### src/rtl/line_packer.sv
// Packs WORD_W-bit words into WORD_W*WORDS-bit lines and issues one single-cycle Memory write per line.
// `LINE_PACKER_FLUSH_PAD_EN: a flush writes the partial line zero-padded; otherwise it is discarded.
module line_packer #(
    parameter int WORD_W    = 32,
    parameter int WORDS     = 16,
    parameter int ADDR_W    = 9,
    parameter int ADDR_STEP = 16
) (
    input  logic                      clk,
    input  logic                      rst,
    input  logic                      start_i,
    input  logic [ADDR_W-1:0]         base_addr_i,
    input  logic                      in_valid_i,
    output logic                      in_ready_o,
    input  logic [WORD_W-1:0]         in_data_i,
    input  logic                      flush_i,
    output logic [ADDR_W-1:0]         mem_address_o,
    output logic                      mem_we_o,
    output logic                      mem_oe_o,
    output logic [WORD_W*WORDS-1:0]   mem_din_o,
    output logic                      busy_o,
    output logic                      done_o,
    output logic [7:0]                line_count_o
);

    localparam int KW = (WORDS > 1) ? $clog2(WORDS) : 1;

    localparam logic [1:0] S_IDLE  = 2'd0;
    localparam logic [1:0] S_FILL  = 2'd1;
    localparam logic [1:0] S_WRITE = 2'd2;

    logic [1:0]              state_q, state_d;
    logic [KW-1:0]           k_q, k_d, k_next;
    logic [ADDR_W-1:0]       addr_q, addr_d;
    logic [WORD_W*WORDS-1:0] din_q, din_d;
    logic [7:0]              cnt_q, cnt_d;
    logic                    done_q, done_d;
    // Set when the pending WRITE must end the run (flush arrived with it).
    logic                    last_q, last_d;

    always_comb begin
        state_d = state_q;
        k_d     = k_q;
        k_next  = k_q;
        addr_d  = addr_q;
        din_d   = din_q;
        cnt_d   = cnt_q;
        done_d  = 1'b0;
        last_d  = last_q;
        case (state_q)
            S_IDLE: begin
                if (start_i) begin
                    state_d = S_FILL;
                    addr_d  = base_addr_i;
                    k_d     = '0;
                    din_d   = '0;
                    cnt_d   = '0;
                    last_d  = 1'b0;
                end
            end
            S_FILL: begin
                if (start_i) begin
                    addr_d = base_addr_i;
                    k_d    = '0;
                    din_d  = '0;
                    cnt_d  = '0;
                    last_d = 1'b0;
                end else begin
                    if (in_valid_i) begin
                        din_d[int'(k_q)*WORD_W +: WORD_W] = in_data_i;
                        k_next = k_q + 1'b1;
                    end
                    k_d = k_next;
                    if (in_valid_i && k_q == KW'(WORDS-1)) begin
                        state_d = S_WRITE;
                        k_d     = '0;
                        last_d  = flush_i;
                    end else if (flush_i) begin
`ifdef LINE_PACKER_FLUSH_PAD_EN
                        if (k_next != '0) begin
                            state_d = S_WRITE;
                            last_d  = 1'b1;
                        end else begin
                            state_d = S_IDLE;
                            done_d  = 1'b1;
                        end
`else
                        state_d = S_IDLE;
                        done_d  = 1'b1;
                        k_d     = '0;
                        din_d   = '0;
`endif
                    end
                end
            end
            S_WRITE: begin
                addr_d = addr_q + ADDR_W'(ADDR_STEP);
                cnt_d  = cnt_q + 8'd1;
                k_d    = '0;
                din_d  = '0;
                last_d = 1'b0;
                if (last_q) begin
                    state_d = S_IDLE;
                    done_d  = 1'b1;
                end else begin
                    state_d = S_FILL;
                end
            end
            default: state_d = S_IDLE;
        endcase
    end

    always_ff @(posedge clk or posedge rst) begin
        if (rst) begin
            state_q <= S_IDLE;
            k_q     <= '0;
            addr_q  <= '0;
            din_q   <= '0;
            cnt_q   <= '0;
            done_q  <= 1'b0;
            last_q  <= 1'b0;
        end else begin
            state_q <= state_d;
            k_q     <= k_d;
            addr_q  <= addr_d;
            din_q   <= din_d;
            cnt_q   <= cnt_d;
            done_q  <= done_d;
            last_q  <= last_d;
        end
    end

    assign in_ready_o    = (state_q == S_FILL);
    assign mem_we_o      = (state_q == S_WRITE);
    assign mem_oe_o      = (state_q != S_WRITE);
    assign busy_o        = (state_q != S_IDLE);
    assign done_o        = done_q;
    assign mem_address_o = addr_q;
    assign mem_din_o     = din_q;
    assign line_count_o  = cnt_q;

endmodule

### config.mk
export PLATFORM = sky130hd
export DESIGN_NAME = line_packer
export DESIGN_NICKNAME = d
export VERILOG_FILES = /design/src/rtl/line_packer.sv
export SDC_FILE = /design/constraint.sdc
export NUM_CORES = 1
export LEC_CHECK = 0
export ABC_AREA = 0
export CAP_MARGIN = 20
export CORE_UTILIZATION = 45
export CTS_BUF_LIST = sky130_fd_sc_hd__clkbuf_16
export DETAILED_ROUTE_END_ITERATION = 6
export GPL_TIMING_DRIVEN = 0
export PLACE_DENSITY = 0.75
export SYNTH_ARGS = -nofsm -noshare
export SYNTH_HDL_FRONTEND = slang
export SYNTH_SLANG_ARGS = --single-unit
export TNS_END_PERCENT = 1
### constraint.sdc
create_clock -name clk -period 36 [get_ports clk]
set_input_delay 7.2 -clock clk [delete_from_list [all_inputs] [get_ports clk]]
set_output_delay 7.2 -clock clk [all_outputs]
set_load 0.005 [all_outputs]
==> metrics, run 1 <==
status=completed; Post-Synthesis Cells=1850; setup TNS=0 ns; Crit path top cell by count=clkbuf_1; Synth Area per Inst=approximately 12 µm²; Top-Level Pins=580; cts bufs inserted=55; Detailed Route Iter0 Violations=about 2300; Clock Pin Slew Worst Setup and Hold Paths=around 0.06 ns; floorplan row count=81; crit-path cells=clkdlybuf4s50_1 -> or4b_4 -> a21o_1 -> clkbuf_1 -> o21ai_1 -> clkbuf_1 -> a22o_1; final period utilization=27.6%; leakage=12.5 nW; grt ovf=0; DR vias/cell=approximately 6.4; clock tree buffer depth=3; FF+latch count, synth=537; placed insts=3093; FFs w/ async S/R, synth=100%; Antenna Cells=0; Slowest cell on crit path=o21ai_1; Distinct cells, synth=52; global-route wire length before repair=135000 µm; dpl hpwl=67700 µm; Core ar.=0.0488 mm²; Slew @ Worst Pin=1.19 ns; final non-filler cell total=3187; CP endpoint kind=flip-flop; WL/cell=29.2 µm; DR vias=between 20000 and 25000; Routed Antenna Nets=0; die height=224 µm; vias in the first global route=approximately 20000; number of synthesized flops with an enable pin=0; WL final=93100 µm; post-CTS sizing=0; Mapped Nets=about 1900; antenna violations before repair=4; Tot GR Track Use=36.4%; drt first pass iters=6; Max Fclk=between 100 and 150 MHz; RSZ-0062 raised after global routing=no; Starting Density=45.5%; VDD IR max=0.0445 mV; total power draw=1.33 mW; Top delay family on crit path=compound AO/OA/AOI/OAI gates; Post-CTS Setup Bufs=0; Buf/Inv on CP=3; largest net degree at the start of global routing=132; max_cap viols=0; Primary FF master, synth=dfrtp_1; Yosys warning count=0; port bufs=567; worst path arrival time=10.50 ns; area of the multi-input gates=0.00789 mm²; sequential area share after synthesis=60.4%; # setup viols final=0; Setup Skew=0.0428 ns; Max-slew headroom=20.6%; Fillers=around 3900; post-route DRC violation count=0; Worst Path Required=36.55 ns; Nets=2542; Final Hold Violating Endpoints=0; Critical Path Fanout Max=10; Syn-to-layout area delta=37.6%; final-report max-slew violation count=0; H-tree depth=2; die area=0.0503 mm²; final core occ=between 60% and 70%; pwr dens=43.4 mW/mm²; worst skew pair latency=0.63 ns; fin crit period=about 10 ns; CTS tree=done; max incr delay on CP=between 0.9 and 1 ns; register area=approximately 0.013 mm²; routability cong.=0.942; Mapped Area=0.0222 mm²; clk root buf=clkbuf_16; WS Path Type=in2reg; startpoint types=primary input; fraction of layout cells with a size suffix above 1=5.23%; die width=approximately 220 µm; min-delay worst type=reg2reg; hold_buf cts=0; clk sinks=537
==> layout make-up <==
| cell class | count | share of cell area [%] |
|---|---|---|
| clock inverter | 37 | 0.711 |
| sequential | 537 | 43.9 |
| buffer | 223 | 2.83 |
| timing repair buffer | 580 | 19.3 |
| tap | 664 | 2.71 |
| multi-input combinational | 1077 | 25.8 |
| inverter | 13 | 0.184 |
| clock buffer | 56 | 4.58 |
==> worst register-to-register path, stage by stage, from the launching register on <==
cell      delay [ns]
dfrtp_1         0.44
clkbuf_1        0.25
nor3_1          0.37
ha_1            0.31
clkbuf_1        0.22
or3b_2          0.54
a211oi_1        0.31
and2_1          0.18
clkbuf_1        0.47
clkbuf_1        0.48
a22o_1          0.23
==> cell usage after synthesis, drive strengths merged (3+ instances only) <==
cell     count  share of area, %
nor4         6              0.33
a2111oi      3              0.12
nor3        11              0.27
or2          3             0.084
nor2        14              0.24
or3          5              0.16
xnor2        3              0.12
a22o       230               9.1
nor3b        4              0.14
a32o        66               3.0
inv         13              0.22
a211oi      14              0.47
nand4        3             0.084
nand2      230               3.9
nor2b        8              0.23
nand3b       6              0.20
ha           9              0.51
dfrtp      537                60
nand2b       8              0.23
a21oi       15              0.34
o211ai     128               4.5
buf         34              0.70
o2bb2ai     92               3.9
o2111ai    128               5.0
and2        27              0.76
a22oi        4              0.14
clkbuf     189               3.2
nand3       15              0.34
o21ai       28              0.63
==> layer usage <==
| layer | GRT usage (%) | part of all wire, % | up-vias |
|---|---|---|---|
| met2 | 56.9 | 46 | 1337 |
| li1 | - | - | 8399 |
| met3 | 11.5 | 12 | 277 |
| met5 | 0 | 0.014 | - |
| met4 | 18.3 | 5.2 | 2 |
| met1 | 45.8 | 37 | 10400 |
==> report_power, final <==
part | internal (mW) | switching (mW)
combinational | 0.0361 | 0.150
clock | 0.287 | 0.245
sequential | 0.607 | 0.00317
total | 0.930 | 0.398
==> sequential cells by signal, summed over array words and instances, names as in the netlist <==
register / flops
mem_address_o: 9
line_count_o: 8
state_q: 2
done_o: 1
last_q: 1
k_q: 4
mem_din_o: 512
==> stage by stage <==
| stage | worst slack, ns | area (µm²) | hold slack (ns) |
|---|---|---|---|
| 3_5_place_dp | 25.47 | 29000 | 0.473 |
| 3_3_place_gp | 8.22 | 28700 | 0.472 |
| 4_1_cts | 26.12 | 30600 | 0.490 |
| 2_1_floorplan | 13.79 | 22200 | 0.479 |
| 5_1_grt | 25.97 | 30600 | 0.499 |
| 6_report | 26.05 | 30600 | 0.487 |
==> logic make-up (layout without fill, tap and decap cells) <==
kind of cell | Yosys count | count (layout) | share of synthesized area (%)
adder cells (fa/ha/maj) | 9 | 9 | 0.506
XOR/XNOR | 4 | 4 | 0.158
AO/OA/AOI/OAI | 714 | 714 | 27.4
flip-flops | 537 | 537 | 60.4
multiplexers | 2 | 2 | 0.0900
buffers and inverters | 236 | 909 | 4.11
AND/OR/NAND/NOR | 348 | 348 | 7.26
==> placed cells by master (no fill, tap or decap), types with 15 or more instances in the layout <==
master / synthesis / final
buf_1: 16 / 15
dfrtp_1: 537 / 537
inv_1: 13 / 28
clkbuf_1: 189 / 189
nand3_1: 15 / 15
nand2_1: 230 / 230
a32o_1: 66 / 66
o21ai_0: 16 / 16
o2bb2ai_1: 82 / 82
clkbuf_16: 0 / 56
a22o_1: 230 / 230
clkdlybuf4s50_1: 0 / 567
o211ai_1: 118 / 118
a21oi_1: 15 / 15
and2_1: 27 / 27
buf_2: 17 / 18
o2111ai_1: 128 / 128
==> worst paths after layout <==
check | startpoint | to | slack (ns) | cells after the start
worst max-delay path | start_i | mem_din_o[487] | 26.05 | 7
worst min-delay path | mem_din_o[311] | mem_din_o[311] | 0.49 | 1
worst max register to register | k_q[2] | mem_din_o[487] | 32.12 | 10
worst min register to register | mem_din_o[311] | mem_din_o[311] | 0.49 | 1
max in group asynchronous | rst | mem_din_o[199] | 27.20 | 4
min in group asynchronous | rst | mem_address_o[2] | 7.09 | 2
(Power assumes the default switching activity.)
==> run 2, diff against run 1 <==
- CORE_UTILIZATION: 45 -> 44
- PLACE_DENSITY: 0.75 -> 0.76
- clock period: 36 -> 8.2 ns (I/O delays scaled with it)
==> run 2 against run 1 <==
Utilization decreased by 0.85 points. Via count increased by 0.33%. Combinational power increased to 4.5 times the previous value. Final cell count increased by 0.88%. Worst hold slack improved by 0.0054 ns. Routed wire length increased by 1.1%. Clock skew decreased by 0.020 ns. Critical endpoint is now mem_din_o[484]. Flip-flop and latch count unchanged. First-iteration DRC count decreased by 2.1%.
==> metrics, run 2 (same netlist as run 1, synthesis figures left out) <==
status=completed; CP Capture Point=mem_din_o[484]; final period utilization=around 53%; setup TNS=0 ns (unchanged); routability cong.=0.914 (-3.0%); die height=227 µm (+1.1%); RSZ-0062 raised after global routing=no; WL/cell=29.3 µm (+0.26%); die area=0.0514 mm² (+2.3%); fin crit period=4.34 ns; fraction of layout cells with a size suffix above 1=5.94% (+0.71 points); min-delay worst type=reg2reg; worst path arrival time=4.88 ns (-5.62 ns); largest net degree at the start of global routing=46 (-65%); CP endpoint kind=flip-flop; antenna violations before repair=5 (+1); max incr delay on CP=0.58 ns (-0.37 ns); total power draw=5.93 mW (+350%); final core occ=61.8% (-0.85 points); die width=227 µm (+1.1%); P_int=4.16 mW (+350%); combinational power share=14.1% (about the same); critical path launch point=start_i; leakage=12.6 nW (+0.66%); worst skew pair latency=0.62 ns (about the same); Core ar.=0.0500 mm² (+2.3%); Largest register FFs=512 (unchanged); VDD IR max=0.156 mV (+250%); # setup viols final=0 (unchanged); DR vias=20400 (+0.33%); floorplan row count=82 (+1.2%); Critical Path Fanout Max=10 (unchanged); Final Hold Violating Endpoints=0 (unchanged); Setup Skew=0.0230 ns (-0.0198 ns); clock share of power=40.7% (+0.7 points); Starting Density=44.5% (-1.0 points); cts bufs inserted=54 (-1.8%); post-CTS sizing=0 (unchanged); max_cap viols=0 (unchanged); Nets=2553 (+0.43%); Post-CTS Setup Bufs=0 (unchanged); Slew @ Worst Pin=1.24 ns (+0.0488 ns); clock tree buffer depth=3 (unchanged); global-route wire length before repair=136000 µm (+0.76%); Finished Cell Area=0.0309 mm² (+0.90%); worst hold path stage count=1 (unchanged); Clock Pin Slew Worst Setup and Hold Paths=0.06 ns (about the same); R2R Setup Slk=4.14 ns (-27.98 ns); Max-slew headroom=17.3% (-3.3 points); worst reg2reg path endpoint=mem_din_o[484]; dpl hpwl=68800 µm (+1.7%); hold_ws=0.492 ns (+0.00542 ns); Top-Level Pins=580 (unchanged); Post-DP Area=0.0292 mm² (+0.69%); drt first pass iters=5 (-1); port bufs=567 (unchanged); clk sinks=537 (unchanged); switching share of power=29.8% (-0.15 points); Slowest cell on crit path=or4b_4; FF-to-FF path depth=10 (unchanged); Crit path top cell by count=clkbuf_1; startpoint types=primary input; DR vias/cell=6.36 (-0.54%); vias in the first global route=20200 (+0.26%); crit-path cells=clkdlybuf4s50_1 -> or4b_4 -> a21o_1 -> clkbuf_1 -> o21ai_1 -> buf_6 -> clkbuf_1 -> a22o_1; most frequent cells in the layout=clkdlybuf4s50_1 (567), dfrtp_1 (537), nand2_1 (230), a22o_1 (230), clkbuf_1 (188); Critical R2R Launch=k_q[2]; Max Fclk=231 MHz; placed insts=3113 (+0.65%); post-route DRC violation count=0 (unchanged); Detailed Route Iter0 Violations=2254 (-2.1%); Routed Antenna Nets=0 (unchanged); sw power=1.77 mW (+340%); Syn-to-layout area delta=38.9%; hold_buf cts=0 (unchanged); Reg power frac=45.2% (-0.8 points); WS Path Type=in2reg; worst slack, placed=3.34 ns (-22.13 ns); WL final=94100 µm (+1.1%); grt ovf=0 (unchanged); pwr dens=192 mW/mm² (+340%); H-tree depth=2 (unchanged); worst setup margin=3.86 ns (-22.18 ns); Worst Path Required=8.75 ns (-27.80 ns); Fillers=3962 (+2.5%); Tot GR Track Use=36.2% (-0.22 points); final-report max-slew violation count=0 (unchanged); final non-filler cell total=3215 (+0.88%); commonest non-fill, non-tap cell in the layout=clkdlybuf4s50_1; CTS tree=done; clk root buf=clkbuf_16
-- run 2: final cells by class --
class	count	area, µm²	area share, %
repair buffers	592	6100	19.8
clock inverters	44	334	1.08
inverters	13	52.6	0.170
flip-flops and latches	537	13400	43.5
diodes	3	7.51	0.0243
plain buffers	223	867	2.81
well taps	672	841	2.72
multi-input cells	1077	7890	25.5
clock buffers	54	1350	4.38
-- run 2: power by group through the flow --
stage / Sequential (mW) / Clock, mW / Combinational, mW
after global routing: 2.68 / 2.53 / 0.879
after CTS: 2.68 / 2.43 / 0.816
after global placement: 2.73 / 0 / 0.767
final: 2.68 / 2.41 / 0.835
after floorplan: 2.73 / 0 / 0.434
after detailed placement: 2.73 / 0 / 0.813
-- run 2: routing by layer --
layer | share of wire [%] | GRT usage (%)
met1 | 38 | 45.8
met4 | 5.4 | 19.4
met2 | 46 | 55.7
met5 | 0 | 0
met3 | 11 | 11.1
-- run 2: critical path, delay by kind of cell --
kind                   cells  cell delay (ns)
AND/OR/NAND/NOR            1             0.58
buffers and inverters      4             1.53
AO/OA/AOI/OAI              3             1.10
-- run 2: how the worst min path moves through the flow --
stage,start,endpoint,slack (ns)
floorplan,mem_din_o[160],mem_din_o[160],0.48
CTS,mem_din_o[220],mem_din_o[220],0.49
global route,mem_din_o[370],mem_din_o[370],0.50
finish,mem_din_o[160],mem_din_o[160],0.49
global placement,mem_din_o[293],mem_din_o[293],0.47
detailed placement,mem_din_o[306],mem_din_o[306],0.47
==> run 3, diff against run 2 <==
- CORE_UTILIZATION: 44 -> 45
- PLACE_DENSITY: 0.76 -> 0.75
- clock period: 8.2 -> 4.45 ns (I/O delays scaled with it)
==> run 3 against run 2 <==
Clock power is 88% higher. Combinational power is 82% higher. Clock skew is 0.0062 ns higher. Worst hold slack worse by 0.0026 ns. Power is 86% higher. Critical endpoint is now mem_din_o[497]. Flip-flop and latch count stayed put. Register-to-register slack worse by 3.6 ns. Largest power group unchanged. Routed wire length hardly changed. Count of clock-buffer cells in the layout is 2 higher. Largest cell class unchanged. Via count is 0.38% lower.
==> metrics, run 3 (same netlist as run 1, synthesis figures left out) <==
FF-to-FF path depth=10 (unchanged); Routed Antenna Nets=0 (unchanged); largest net degree at the start of global routing=45 (-2.2%); fraction of layout cells with a size suffix above 1=6.02% (+0.076 points); Antenna Cells=0 (-3); vias in the first global route=20100 (-0.77%); Tot GR Track Use=36.9% (+0.62 points); final core occ=63.2% (+1.4 points); Post-CTS Setup Bufs=0 (unchanged); WS Path Type=reg2reg; DR vias=20400 (-0.38%); Detailed Route Iter0 Violations=2303 (+2.2%); most frequent cells in the layout=clkdlybuf4s50_1 (567), dfrtp_1 (537), nand2_1 (230), a22o_1 (230), clkbuf_1 (189); # setup viols final=0 (unchanged); Crit path top cell by count=clkbuf_1; worst path arrival time=4.50 ns (-0.38 ns); max incr delay on CP=0.54 ns (-0.04 ns); final period utilization=88.6%; cts bufs inserted=56 (+3.7%); Syn-to-layout area delta=39.0% (about the same); Finished Cell Area=0.0309 mm² (about the same); worst skew pair latency=0.63 ns (about the same); commonest non-fill, non-tap cell in the layout=clkdlybuf4s50_1; sw power=3.27 mW (+85%); Reg power frac=44.9% (-0.3 points); clock tree buffer depth=3 (unchanged); leakage=12.6 nW (+0.26%); post-route DRC violation count=0 (unchanged); Critical Path Fanout Max=10 (unchanged); Slowest cell on crit path=or3b_2; drt first pass iters=6 (+1); CP Capture Point=mem_din_o[497]; switching share of power=29.7% (-0.059 points); post-CTS sizing=0 (unchanged); Max Fclk=~250 MHz; Slew @ Worst Pin=1.28 ns (+0.0399 ns); Final Hold Violating Endpoints=0 (unchanged); pwr dens=356 mW/mm² (+85%); RSZ-0062 raised after global routing=no; startpoint types=flip-flop; register area=0.0134 mm² (unchanged); routability cong.=0.941 (+3.0%); floorplan row count=81 (-1.2%); port bufs=567 (unchanged); VDD IR max=0.297 mV (+90%); H-tree depth=2 (unchanged); WL/cell=29.3 µm (+0.22%); Fillers=3858 (-2.6%); die width=224 µm (-1.1%); CP endpoint kind=flip-flop; worst reg2reg path endpoint=mem_din_o[497]; clk sinks=537 (unchanged); Worst Path Required=5.01 ns (-3.74 ns); area of the multi-input gates=0.00789 mm² (unchanged); crit-path cells=clkbuf_1 -> nor3_1 -> ha_1 -> clkbuf_1 -> or3b_2 -> a211oi_1 -> and2_1 -> clkbuf_1 -> clkbuf_1 -> a22o_1; CTS tree=done; Post-DP Area=0.0291 mm² (-0.12%); clock share of power=41.3% (+0.6 points); critical path launch point=k_q[2]; final non-filler cell total=3205 (-0.31%); Critical R2R Launch=k_q[2]; Setup Skew=0.0292 ns (+0.00616 ns); Core ar.=0.0488 mm² (-2.2%); combinational power share=13.8% (-0.3 points); WL final=94000 µm (about the same); clk root buf=clkbuf_16; R2R Setup Slk=0.51 ns (-3.63 ns); grt ovf=0 (unchanged); min-delay worst type=reg2reg; final-report max-slew violation count=0 (unchanged); P_int=7.73 mW (+86%); Max-slew headroom=14.7% (-2.7 points); Starting Density=45.5% (+1.0 points); Largest register FFs=512 (unchanged); die area=0.0503 mm² (-2.2%); dpl hpwl=69000 µm (+0.25%); Nets=2554 (+0.039%); fin crit period=slightly below 4 ns; status=completed; hold_buf cts=0 (unchanged); Clock Pin Slew Worst Setup and Hold Paths=0.06 ns (about the same); antenna violations before repair=2 (-3); Top-Level Pins=580 (unchanged); die height=224 µm (-1.1%); max_cap viols=0 (unchanged); placed insts=3103 (-0.32%); DR vias/cell=6.35 (about the same); global-route wire length before repair=137000 µm (+0.48%)
## run 3: layout make-up
cell class | instances | area share, %
Sequential cell | 537 | 43.5
Clock buffer | 56 | 4.54
Timing Repair Buffer | 591 | 19.8
Clock inverter | 44 | 1.02
Tap cell | 664 | 2.69
Multi-Input combinational cell | 1077 | 25.5
Inverter | 13 | 0.170
Buffer | 223 | 2.80
## run 3: through the flow
stage | worst slack, ns | hold WS, ns | setup TNS (ns) | power, mW
6_report | 0.505 | 0.490 | 0 | 11.0
3_3_place_gp | -6.86 | 0.471 | -3658.14 | 6.44
3_5_place_dp | 0.304 | 0.473 | 0 | 6.50
4_1_cts | 0.530 | 0.492 | 0 | 11.0
2_1_floorplan | -3.74 | 0.479 | -2009.46 | 5.83
5_1_grt | 0.273 | 0.501 | 0 | 11.3
## run 3: power groups by stage
stage / clock network, mW / registers, mW / logic (mW)
2_1_floorplan: 0 / 5.03 / 0.800
3_3_place_gp: 0 / 5.03 / 1.40
3_5_place_dp: 0 / 5.03 / 1.48
4_1_cts: 4.55 / 4.94 / 1.48
5_1_grt: 4.73 / 4.94 / 1.60
6_report: 4.54 / 4.94 / 1.52
## run 3: worst min-delay path by stage
stage                     cells past startpoint            from              to
final                                         1  mem_din_o[449]  mem_din_o[449]
after global placement                        1  mem_din_o[304]  mem_din_o[304]
after CTS                                     1  mem_din_o[188]  mem_din_o[188]
after floorplan                               1  mem_din_o[160]  mem_din_o[160]
after global routing                          1  mem_din_o[449]  mem_din_o[449]
after detailed placement                      1  mem_din_o[433]  mem_din_o[433]
## run 3: critical path: cells and delay by family (launching register included)
family | cells | cell delay [ns]
AO/OA/AOI/OAI | 2 | 0.66
adder cells (fa/ha/maj) | 1 | 0.30
buffers and inverters | 4 | 1.39
flip-flops | 1 | 0.43
AND/OR/NAND/NOR | 3 | 1.09
## run 3: per-layer routing
metal,wire (µm),track usage [%]
met5,13,0
met4,4470,16.1
met2,43300,57.6
met1,35200,46.6
met3,11000,12.6
